--- src/rtl/sprite_pkg.sv ---
// Shared constants, item field layout and FSM encoding for the sprite line prefetcher.
package sprite_pkg;

    // Source sprite geometry and screen upscaling
    localparam int TILE_PX        = 8;
    localparam int UPSCALE        = 5;
    localparam int TILE_LEN_PIXEL = TILE_PX * UPSCALE;

    // Item word layout: [13:10] ID, [9:8] orientation, [7:0] tile
    localparam int         ITEM_W        = 14;
    localparam int         ITEM_ID_LSB   = 10;
    localparam int         ITEM_DIR_LSB  = 8;
    localparam int         ITEM_TILE_LSB = 0;
    localparam logic [3:0] ITEM_UNUSED   = 4'hF;

    typedef enum logic [2:0] {
        ST_IDLE  = 3'd0,
        ST_CLEAR = 3'd1,
        ST_SCAN  = 3'd2,
        ST_REQ   = 3'd3,
        ST_DONE  = 3'd4
    } state_t;

    // Tile column/row that a screen coordinate falls into (constant divide by 40)
    function automatic logic [3:0] tile_of_pos(input logic [9:0] pos);
        return 4'(pos / 10'(TILE_LEN_PIXEL));
    endfunction

    // Source pixel (or source row) inside a tile for a screen coordinate
    function automatic logic [2:0] src_col_of_pos(input logic [9:0] pos);
        return 3'((pos % 10'(TILE_LEN_PIXEL)) / 10'(UPSCALE));
    endfunction

endpackage

--- src/rtl/sprite_line_bank.sv ---
// Double-buffered tile line store: the scan fills the back bank while the
// front bank is read out; a swap exchanges the two roles.
module sprite_line_bank
    import sprite_pkg::*;
#(
    parameter int TILES_H = 16,
    parameter int IDX_W   = $clog2(TILES_H)
) (
    input  logic               clk,
    input  logic               reset,
    input  logic               swap,
    input  logic               clear,
    input  logic               wr_en,
    input  logic [IDX_W-1:0]   wr_idx,
    input  logic [TILE_PX-1:0] wr_data,
    input  logic [IDX_W-1:0]   chk_idx,
    output logic               chk_valid,
    input  logic [IDX_W-1:0]   rd_idx,
    output logic               rd_valid,
    output logic [TILE_PX-1:0] rd_data
);

    logic               bank_sel_r;
    logic [TILES_H-1:0] valid_r [2];
    logic [TILE_PX-1:0] data_r  [2][TILES_H];
    logic               back_s;
    logic               rd_bank_s;

    assign back_s    = ~bank_sel_r;
    // On the swap cycle the read already looks at the freshly filled bank
    assign rd_bank_s = bank_sel_r ^ swap;

    assign chk_valid = valid_r[back_s][chk_idx];
    assign rd_valid  = valid_r[rd_bank_s][rd_idx];
    assign rd_data   = data_r[rd_bank_s][rd_idx];

    // Front-bank select flips on every line swap
    always_ff @(posedge clk or negedge reset) begin
        if (!reset) begin
            bank_sel_r <= 1'b0;
        end else if (swap) begin
            bank_sel_r <= ~bank_sel_r;
        end
    end

    // Entry valid flags: whole back bank cleared at once, set per ROM write
    always_ff @(posedge clk or negedge reset) begin
        if (!reset) begin
            valid_r[0] <= '0;
            valid_r[1] <= '0;
        end else if (clear) begin
            valid_r[back_s] <= '0;
        end else if (wr_en) begin
            valid_r[back_s][wr_idx] <= 1'b1;
        end
    end

    // Row payload; only meaningful where the valid flag is set
    always_ff @(posedge clk) begin
        if (wr_en) begin
            data_r[back_s][wr_idx] <= wr_data;
        end
    end

endmodule

--- src/rtl/sprite_line_prefetcher.sv ---
// Sprite line prefetcher: scans the item list during horizontal blanking,
// fetches the needed sprite rows from the asset ROM into the back line bank,
// and streams the front bank out one pixel per clock.
module sprite_line_prefetcher
    import sprite_pkg::*;
#(
    parameter int NUM_ITEMS = 9,
    parameter int TILES_H   = 16,
    parameter int TILES_V   = 12,
    parameter int H_ACTIVE  = 640,
    parameter int V_ACTIVE  = 480,
    parameter int V_TOTAL   = 525
) (
    input  logic                        clk,
    input  logic                        reset,
    input  logic [NUM_ITEMS*ITEM_W-1:0] items,
    input  logic [9:0]                  counter_H,
    input  logic [9:0]                  counter_V,
    output logic                        rom_req,
    output logic [3:0]                  rom_charc,
    output logic [1:0]                  rom_dir,
    output logic [2:0]                  rom_row,
    input  logic                        rom_valid,
    input  logic [TILE_PX-1:0]          rom_data,
    output logic                        colour,
    output logic                        busy,
    output logic                        late
);

    localparam int IDX_W = $clog2(TILES_H);

    state_t             state_r, state_n_s;
    logic [3:0]         k_r, k_n_s;
    logic [3:0]         trow_r;
    logic [2:0]         srow_r;
    logic               rom_req_r, busy_r, late_r, colour_r;
    logic [3:0]         rom_charc_r;
    logic [1:0]         rom_dir_r;
    logic [2:0]         rom_row_r;
    logic               latch_s, clear_s, wr_en_s, load_req_s, late_set_s;
    logic               swap_s, hact_s, last_s, hit_s, active_s, colour_n_s;
    logic [9:0]         vn_s;
    logic [ITEM_W-1:0]  item_arr_s [NUM_ITEMS];
    logic [ITEM_W-1:0]  cur_item_s;
    logic [3:0]         cur_id_s;
    logic [1:0]         cur_dir_s;
    logic [7:0]         cur_tile_s;
    logic [7:0]         cur_trow_s;
    logic [IDX_W-1:0]   cur_tcol_s;
    logic               back_valid_s;
    logic [IDX_W-1:0]   rd_idx_s;
    logic [2:0]         px_col_s;
    logic               rd_valid_s;
    logic [TILE_PX-1:0] rd_data_s;

    for (genvar i = 0; i < NUM_ITEMS; i++) begin : g_items
        assign item_arr_s[i] = items[i*ITEM_W +: ITEM_W];
    end

    assign cur_item_s = item_arr_s[k_r];
    assign cur_id_s   = cur_item_s[ITEM_ID_LSB +: 4];
    assign cur_dir_s  = cur_item_s[ITEM_DIR_LSB +: 2];
    assign cur_tile_s = cur_item_s[ITEM_TILE_LSB +: 8];
    assign cur_trow_s = cur_tile_s >> IDX_W;
    assign cur_tcol_s = cur_tile_s[IDX_W-1:0];

    assign vn_s   = (counter_V == 10'(V_TOTAL - 1)) ? 10'd0 : counter_V + 10'd1;
    assign swap_s = (counter_H == 10'd0);
    assign hact_s = (counter_H == 10'(H_ACTIVE));
    assign last_s = (k_r == 4'(NUM_ITEMS - 1));
    // Off-screen tiles are rejected explicitly so blanking lines stay empty
    assign hit_s  = (cur_id_s != ITEM_UNUSED) && (cur_trow_s == {4'd0, trow_r})
                    && (cur_trow_s < 8'(TILES_V)) && !back_valid_s;

    assign active_s = (counter_H < 10'(H_ACTIVE)) && (counter_V < 10'(V_ACTIVE));
    assign rd_idx_s = IDX_W'(tile_of_pos(counter_H));
    assign px_col_s = src_col_of_pos(counter_H);

    sprite_line_bank #(
        .TILES_H (TILES_H)
    ) u_bank (
        .clk       (clk),
        .reset     (reset),
        .swap      (swap_s),
        .clear     (clear_s),
        .wr_en     (wr_en_s),
        .wr_idx    (cur_tcol_s),
        .wr_data   (rom_data),
        .chk_idx   (cur_tcol_s),
        .chk_valid (back_valid_s),
        .rd_idx    (rd_idx_s),
        .rd_valid  (rd_valid_s),
        .rd_data   (rd_data_s)
    );

    // Next-state, bank control and request capture for the prefetch scan
    always_comb begin
        state_n_s  = state_r;
        k_n_s      = k_r;
        latch_s    = 1'b0;
        clear_s    = 1'b0;
        wr_en_s    = 1'b0;
        load_req_s = 1'b0;
        late_set_s = 1'b0;
        if (swap_s) begin
            // Swapping mid-fetch aborts the scan; partial data is displayed
            if ((state_r != ST_IDLE) && (state_r != ST_DONE)) begin
                late_set_s = 1'b1;
            end else begin
                late_set_s = 1'b0;
            end
            state_n_s = ST_IDLE;
        end else begin
            case (state_r)
                ST_IDLE: begin
                    if (hact_s) begin
                        latch_s   = 1'b1;
                        state_n_s = ST_CLEAR;
                    end else begin
                        state_n_s = ST_IDLE;
                    end
                end
                ST_CLEAR: begin
                    clear_s   = 1'b1;
                    k_n_s     = 4'd0;
                    state_n_s = ST_SCAN;
                end
                ST_SCAN: begin
                    if (hit_s) begin
                        load_req_s = 1'b1;
                        state_n_s  = ST_REQ;
                    end else if (last_s) begin
                        state_n_s = ST_DONE;
                    end else begin
                        k_n_s = k_r + 4'd1;
                    end
                end
                ST_REQ: begin
                    if (rom_valid) begin
                        wr_en_s = 1'b1;
                        if (last_s) begin
                            state_n_s = ST_DONE;
                        end else begin
                            k_n_s     = k_r + 4'd1;
                            state_n_s = ST_SCAN;
                        end
                    end else begin
                        state_n_s = ST_REQ;
                    end
                end
                ST_DONE: begin
                    state_n_s = ST_DONE;
                end
                default: begin
                    state_n_s = ST_IDLE;
                end
            endcase
        end
    end

    // Pixel value for the current counters; unfilled tiles show white
    always_comb begin
        colour_n_s = 1'b0;
        if (active_s) begin
            if (rd_valid_s) begin
                colour_n_s = rd_data_s[px_col_s];
            end else begin
                colour_n_s = 1'b1;
            end
        end else begin
            colour_n_s = 1'b0;
        end
    end

    // State, scan context and registered outputs
    always_ff @(posedge clk or negedge reset) begin
        if (!reset) begin
            state_r     <= ST_IDLE;
            k_r         <= 4'd0;
            trow_r      <= 4'd0;
            srow_r      <= 3'd0;
            rom_req_r   <= 1'b0;
            rom_charc_r <= 4'd0;
            rom_dir_r   <= 2'd0;
            rom_row_r   <= 3'd0;
            busy_r      <= 1'b0;
            late_r      <= 1'b0;
            colour_r    <= 1'b0;
        end else begin
            state_r   <= state_n_s;
            k_r       <= k_n_s;
            rom_req_r <= (state_n_s == ST_REQ);
            busy_r    <= (state_n_s == ST_CLEAR) || (state_n_s == ST_SCAN)
                         || (state_n_s == ST_REQ);
            colour_r  <= colour_n_s;
            if (latch_s) begin
                trow_r <= tile_of_pos(vn_s);
                srow_r <= src_col_of_pos(vn_s);
            end
            if (load_req_s) begin
                rom_charc_r <= cur_id_s;
                rom_dir_r   <= cur_dir_s;
                rom_row_r   <= srow_r;
            end
            if (late_set_s) begin
                late_r <= 1'b1;
            end
        end
    end

    assign rom_req   = rom_req_r;
    assign rom_charc = rom_charc_r;
    assign rom_dir   = rom_dir_r;
    assign rom_row   = rom_row_r;
    assign busy      = busy_r;
    assign late      = late_r;
    assign colour    = colour_r;

endmodule

--- config.mk ---
export PLATFORM = sky130hd
export DESIGN_NAME = sprite_line_prefetcher
export DESIGN_NICKNAME = d
export VERILOG_FILES = /design/src/rtl/sprite_pkg.sv /design/src/rtl/sprite_line_bank.sv /design/src/rtl/sprite_line_prefetcher.sv
export SDC_FILE = /design/constraint.sdc
export NUM_CORES = 1
export LEC_CHECK = 0
export ABC_AREA = 1
export BUFFER_PORTS_ARGS = -buffer_cell sky130_fd_sc_hd__clkbuf_2
export CELL_PAD_IN_SITES_DETAIL_PLACEMENT = 0
export CELL_PAD_IN_SITES_GLOBAL_PLACEMENT = 1
export CORE_MARGIN = 5
export CORE_UTILIZATION = 40
export DETAILED_ROUTE_END_ITERATION = 10
export PLACE_DENSITY_LB_ADDON = 0.1
export SKIP_LAST_GASP = 1
export SYNTH_ARGS = -nofsm -noshare
export SYNTH_HDL_FRONTEND = slang
export SYNTH_SLANG_ARGS = --single-unit
export TNS_END_PERCENT = 10
--- constraint.sdc ---
create_clock -name clk -period 3 [get_ports clk]
set_input_delay 0.45 -clock clk [delete_from_list [all_inputs] [get_ports clk]]
set_output_delay 0.45 -clock clk [all_outputs]
set_load 0.05 [all_outputs]
Yosys cells after proc, flatten, opt, wreduce, memory -nomap -nowiden
Memories as Yosys holds them, arrays and structs flattened. Index checks and enable logic that the tools add are counted.

Register bits: 60. Memory bits (writable): 256. Output and inout bits: 13. Logic and storage cells: 137. Memories kept: 1.

Memory list: u_bank.data_r (words 2, width 128, read ports 1, clocked after memory_dff 0, wr ports 1, line sprite_line_bank.sv:25) `logic [TILE_PX-1:0] data_r [2][TILES_H];`.

Add/sub/neg operators: 2. Div/mod/pow operators: 6. Order comparisons: 14. Equality and inequality tests: 15. Multiplexer cells: 57. Bitwise operators: 11. Reduce and logical (&&, ||, !) cells: 17.

Operator list (count): 2-to-1 mux 128 bit (1); 2-to-1 mux 16 bit (8); 2-to-1 mux 32 bit (2); binary-select mux 14 bit (select 4 bit) (1); AND 32 bit (1); binary-select mux 8 bit (select 4 bit) (1); demux 16 bit (select 1 bit) (2); demux 8 bit (select 4 bit) (1); inverter 32 bit (1); bitwise OR 32 bit (1); 2-to-1 mux 14 bit (2); 2-to-1 mux 8 bit (3); 2-to-1 mux 1 bit (21); divider 10 x 3 -> 10 bit, second input constant (2); divider 10 x 6 -> 10 bit, second input constant (2); == test 10 bit, second input constant (2); remainder unit 10 x 6 -> 10 bit, second input constant (2); >= comparator 5 bit, second input constant (3); 2-to-1 mux 3 bit (5); inverter 4 -> 5 bit (3); one-hot mux 3 bit (5 select lines) (1); == test 3 x 2 -> 1 bit, second input constant (4); 2-to-1 mux 4 bit (3); one-hot mux 4 bit (3 select lines) (1); other kinds (33) (49).

Logic depth before layout (Yosys ltp)
Word-level depth: 15. Gate-level depth with buffers: 39. Mapped depth without buffers: 39.

Hierarchy
A second synthesis with hierarchy kept.

Cells, all modules: 2111. Area, all modules: 17481.8 sq um.

By module, submodules not included: sprite_line_bank (instances 1, cells each 1442, area an instance 13437.9 sq um, seq. area each 8513.2 sq um); sprite_line_prefetcher (instances 1, cells each 669, area an instance 4043.9 sq um, seq. area each 675.6 sq um).

Worst setup path after synthesis
OpenSTA, ideal clock, no wires.

Kind: in2reg. Start: in counter_V[0]. End: reg srow_r[0]. Arrival time: 3490 ps. Path slack: -603 ps. Stages on the path: 35. Path buffers: 0. Cell sequence: ha_1 -> nand3_1 -> nor2_1 -> nand2_1 -> nand2_2 -> inv_1 -> nand3_1 -> nand3_1 -> nand2_2 -> nand2_2 -> nand2_1 -> nand3_2 -> nand2_2 -> nand3_1 -> nand2_2 -> nand2_2 -> nand3_2 -> nand2_1 -> nand2_1 -> inv_2 -> nand2_2 -> nand3_1 -> nand2_2 -> nand2_1 -> nand3_1 -> nand2_1 -> ha_1 -> inv_1 -> nand3_1 -> nand3_2 -> nor2_1 -> nor2_1 -> nand4_1 -> nand2_1 -> inv_1.

Longest elaborated chain between the ends: 4.

Ends and longest elaborated chain: start, declared (line sprite_line_prefetcher.sv:18) `input logic [9:0] counter_V,`; adder 10 x 1 -> 10 bit / == test 10 bit (equally long branches) (line sprite_line_prefetcher.sv:67) `assign vn_s = (counter_V == 10'(V_TOTAL - 1)) ? 10'd0 : counter_V + 10'd1;`; 2-to-1 mux 10 bit (*) (line sprite_line_prefetcher.sv:67); remainder unit 10 x 6 -> 10 bit (*) (line sprite_pkg.sv:31) `return 3'((pos % 10'(TILE_LEN_PIXEL)) / 10'(UPSCALE));`; divider 10 x 3 -> 10 bit (*) (line sprite_pkg.sv:31); end signal, assigned (line sprite_line_prefetcher.sv:198) `srow_r <= src_col_of_pos(vn_s);`; end, declared (line sprite_line_prefetcher.sv:35) `logic [2:0] srow_r;`.

Mark *: on every way between the ends. The rest lies on a longest branch, timed or not. A chain may end at the register's enable or synchronous reset.

Worst setup path in the final report
Start: reg k_r[0]. End: reg u_bank.valid_r[28] in the netlist's numbering.

Longest elaborated chain between the ends: 13.

Ends and longest elaborated chain: start, declared (line sprite_line_prefetcher.sv:33) `logic [3:0] k_r, k_n_s;`; start signal, assigned (line sprite_line_prefetcher.sv:191) `k_r <= k_n_s;`; inverter 4 -> 5 bit (implied by the code) (*) (line sprite_line_prefetcher.sv:60) `assign cur_item_s = item_arr_s[k_r];`; binary-select mux 14 bit (select 4 bit) (*) (line sprite_line_prefetcher.sv:60); 2-to-1 mux 14 bit (implied by the code) (*) (2 in a row) (line sprite_line_prefetcher.sv:60); < comparator 4 x 5 -> 1 bit (implied by the code) / >= comparator 4 x 1 -> 1 bit (equally long branches) (line sprite_line_bank.sv:54) `valid_r[back_s][wr_idx] <= 1'b1;`; logical AND 1 bit (implied by the code) (line sprite_line_bank.sv:54); 2-to-1 mux 1 bit (implied by the code) (line sprite_line_bank.sv:54); demux 1 bit (select 4 bit) (*); 2-to-1 mux 16 bit (implied by the code) (*) (line sprite_line_bank.sv:54); demux 16 bit (select 1 bit) (*) (line sprite_line_bank.sv:54); bitwise OR 32 bit (no line) (*); 2-to-1 mux 32 bit (*) (line sprite_line_bank.sv:53) `end else if (wr_en) begin`; 2-to-1 mux 32 bit (*) (line sprite_line_bank.sv:51) `end else if (clear) begin`; end, declared (line sprite_line_bank.sv:24) `logic [TILES_H-1:0] valid_r [2];`.

Mark *: on every way between the ends. The rest lies on a longest branch, timed or not. The select of a mux whose other input is x is not followed.

==> metrics.yaml <==
status: "finished with violations"
violations: "setup timing"
met3_usage_pct: 3.45
max_freq_ghz: 0.277
drive_above_1_share_pct: 31.9
crit_fanout: 8
synth_top_flop_cell: "edfxtp_1"
path_cells: "buf_6 > clkbuf_16 > buf_4 > nor2_1 > o221ai_1 > o211ai_1 > nand2_1 > xnor2_1 > nand3_2 > nor2_2 > nand2_1 > a2111oi_4 > nand3_1 > nand2_2 > inv_2 > a21oi_4 > nand2_2 > nor2_4 > nor2_4 > nor2_4 > buf_12 > nand2_1 > a21oi_2"
yosysSeqAreaShare_pct: 56.1
drt_iter0_markers: 838
critPathLaunch: "k_r[0]"
initial_core_util_pct: 40.3
crit_family: "simple AND/OR/NAND/NOR gates"
place_congestion: 0.833
r2r_cells: 23
fin_crit_sh_pct: 121
p_per_area_mw_per_mm2: 706
grt_max_degree: 53
vias_per_cell: 5.21
synth_edf_count: 256
final-setup-viol-count: 74
fin_nets: 2358
worstReg2RegStart: "k_r[0]"
placed_cells: 2654
fin_area_mm2: 0.0217
tritoncts: "yes"
seq_area_mm2: 0.00919
worstMarginPinSlew_ns: 0.844
critPathKind: "flip-flop to flip-flop"
critPathArrivalTime_ns: 4.08
placed_area_mm2: 0.0197
clock-sinks: 316
drtAntennaViolNets: 0
row_count: 74
startpoint_type: "flip-flop"
crit_cells: 23
fin_cells: 2750
crit_slowest_cell: "dfrtp_2"
io-pin-count: 170
syn_inst: 1806
slew_headroom_pct: 43.7
cp.required_ns: 3.46
synth_area_mm2: 0.0164
leakagePower_nw: 8.89
r2r_setup_slack_ns: -0.62
clk_path_buf_depth: 3
holdCritStartpoint: "rom_valid"
rsz0062_at_grt: "yes"
dieHeight_um: 212
fin_setup_tns_ns: -27.20
hold_violations: 0
ctsHtreeMaxLevel: 2
die_w_um: 212
insertion_delay_ns: 0.55
crit_buf_inv: 5
met1_usage_pct: 28.4
hold_path_class: "input pin to flip-flop"
num_vias: 14339
busiest_layer: "met2"
core-area_mm2: 0.0406
syn_avg_cell_area_um2: 9.07
clockRootBuffer: "clkbuf_16"
period_needed_ns: 3.62
yosys.cell_types.count: 54
multiInputGateArea_mm2: 0.00689
antenna_found_initial: 0
power_mw: 15.3
syn-num-nets: 1972
met2_usage_pct: 38.9
grt_pass1_wl_um: 77800
drt_wl_total_um: 50900
skew_ns: 0.0184
critPathMaxStageDelay_ns: 0.46
dp_slack_ns: -1.04
dieArea_mm2: 0.0451
clkTransAtPathRegs_ns: 0.06
yosysWarnings: 0
cts-buffers-inserted: 36
dr.pass1.iters: 5
remaining_drc_errors: 0
numPortBuffers: 169
grt_overflow_total: 0
post_drt_wl_per_cell_um: 18.5
antenna_cells: 0
synth-async-reset-ratio_pct: 19.0
grt_pass1_vias: 14247
grt_use_total_pct: 21.9
slew_viol_final: 0
finalWorstSetupSlack_ns: -0.616
syn_to_final_growth_pct: 32.4
worstHoldPathCells: 3
synth_seq_cells: 316
cap_viol_max_count: 0
ir_drop_mv: 0.365
fill_cells: 3745
dp_hpwl_um: 34500
end_kind: "flip-flop"
-- layout by cell type (no fill, tap or decap), types with 6 or more instances in the layout --
master,n
clkbuf_2,166
nor2_1,392
o22ai_1,12
nand2_4,32
nand4_1,14
nand3_2,24
clkbuf_16,40
clkinv_2,6
buf_12,20
o21ai_0,198
a21oi_2,13
o211ai_1,28
buf_6,9
inv_2,23
nand2_2,50
o221ai_1,17
clkinv_1,7
a21oi_1,31
mux2_2,7
o21ai_1,17
nand3_4,12
nor2_2,11
dfrtp_1,58
clkbuf_1,6
a31oi_1,18
o21ai_2,6
nand3_1,125
a32o_1,9
nor2_4,12
edfxtp_1,256
buf_4,241
inv_1,93
nand2_1,190
-- cell type report --
cell class	count	area share, %
Sequential cell	316	42.4
Multi-Input combinational cell	1269	31.8
Timing Repair Buffer	443	15.1
Clock buffer	43	4.32
Tap cell	532	3.07
Inverter	126	2.37
Clock inverter	21	0.987
-- metrics by stage --
step,utilization (%),hold WS (ns)
final,53.3,0.217
after global routing,53.3,0.204
after CTS,51.6,0.163
after detailed placement,48.6,0.466
after global placement,48.6,0.458
after floorplan,-,0.154
-- flip-flops by register name, indices dropped and copies added (netlist names) --
signal / count
state_r: 3
trow_r: 4
u_bank.valid_r: 32
srow_r: 3
rom_req: 1
rom_charc: 4
u_bank.bank_sel_r: 1
u_bank.data_r: 256
colour: 1
busy: 1
rom_row: 3
k_r: 4
late: 1
rom_dir: 2
-- per-layer routing --
layer  wire [um]  vias to the layer above
met5           0                        -
met4         852                        0
met3        2660                       54
met2       26200                      353
met1       21200                     6899
li1            -                     7033
-- worst register-to-register path: stages, from the launching register on --
cell,delay (ns)
dfrtp_2,0.46
buf_6,0.15
clkbuf_16,0.15
buf_4,0.16
nor2_1,0.12
o221ai_1,0.13
o211ai_1,0.16
nand2_1,0.11
xnor2_1,0.19
nand3_2,0.10
nor2_2,0.11
nand2_1,0.08
a2111oi_4,0.29
nand3_1,0.19
nand2_2,0.11
inv_2,0.05
a21oi_4,0.13
nand2_2,0.10
nor2_4,0.17
nor2_4,0.06
nor2_4,0.15
buf_12,0.18
nand2_1,0.08
a21oi_2,0.13
-- synthesized netlist by cell type (17+ instances only) --
master    count  share of area, %
inv_1       104               2.4
o211ai_1     28               1.3
inv_2        20              0.46
nand2_1     230               5.3
buf_2        18              0.55
edfxtp_1    256                47
a31oi_1      18              0.69
nand3_2      17               1.0
o221ai_1     18              0.96
o21ai_0     212               6.5
nand2_2      29               1.1
clkbuf_1     62               1.4
nand3_1     143               4.4
dfrtp_1      60               9.2
a21oi_1      43               1.3
nor2_1      406               9.3
-- timing repair --
item,CTS,global route
hold endpoints to repair,20,0
gates resized for setup,9,134
endpoints found under the setup margin,50,166
setup buffers,5,20
cloned,0,6
hold buffers,1,0
pin swaps,7,65
-- logic make-up (layout without fill, tap and decap cells) --
logic type	Yosys count	after routing	share of synthesized area, %
simple gates	872	872	23.5
compound gates	375	375	13.4
flops	316	316	56.1
buf+inv	221	633	5.50
fa+ha+maj	9	9	0.688
mux	7	7	0.481
xor+xnor	6	6	0.321
-- report_power, final --
group	internal (mW)	switching (mW)	leakage, nW
Sequential	4.91	0.0968	3.11
Clock	2.51	1.80	0.558
Combinational	2.41	3.58	5.22
-- final timing paths --
| kind | end |
|---|---|
| setup / recovery | u_bank.valid_r[28] |
| hold / removal | state_r[2] |
| setup reg to reg | u_bank.valid_r[28] |
| hold reg to reg | late |
| max in group asynchronous | u_bank.valid_r[20] |
| min in group asynchronous | srow_r[2] |
(Power assumes the default switching activity.)
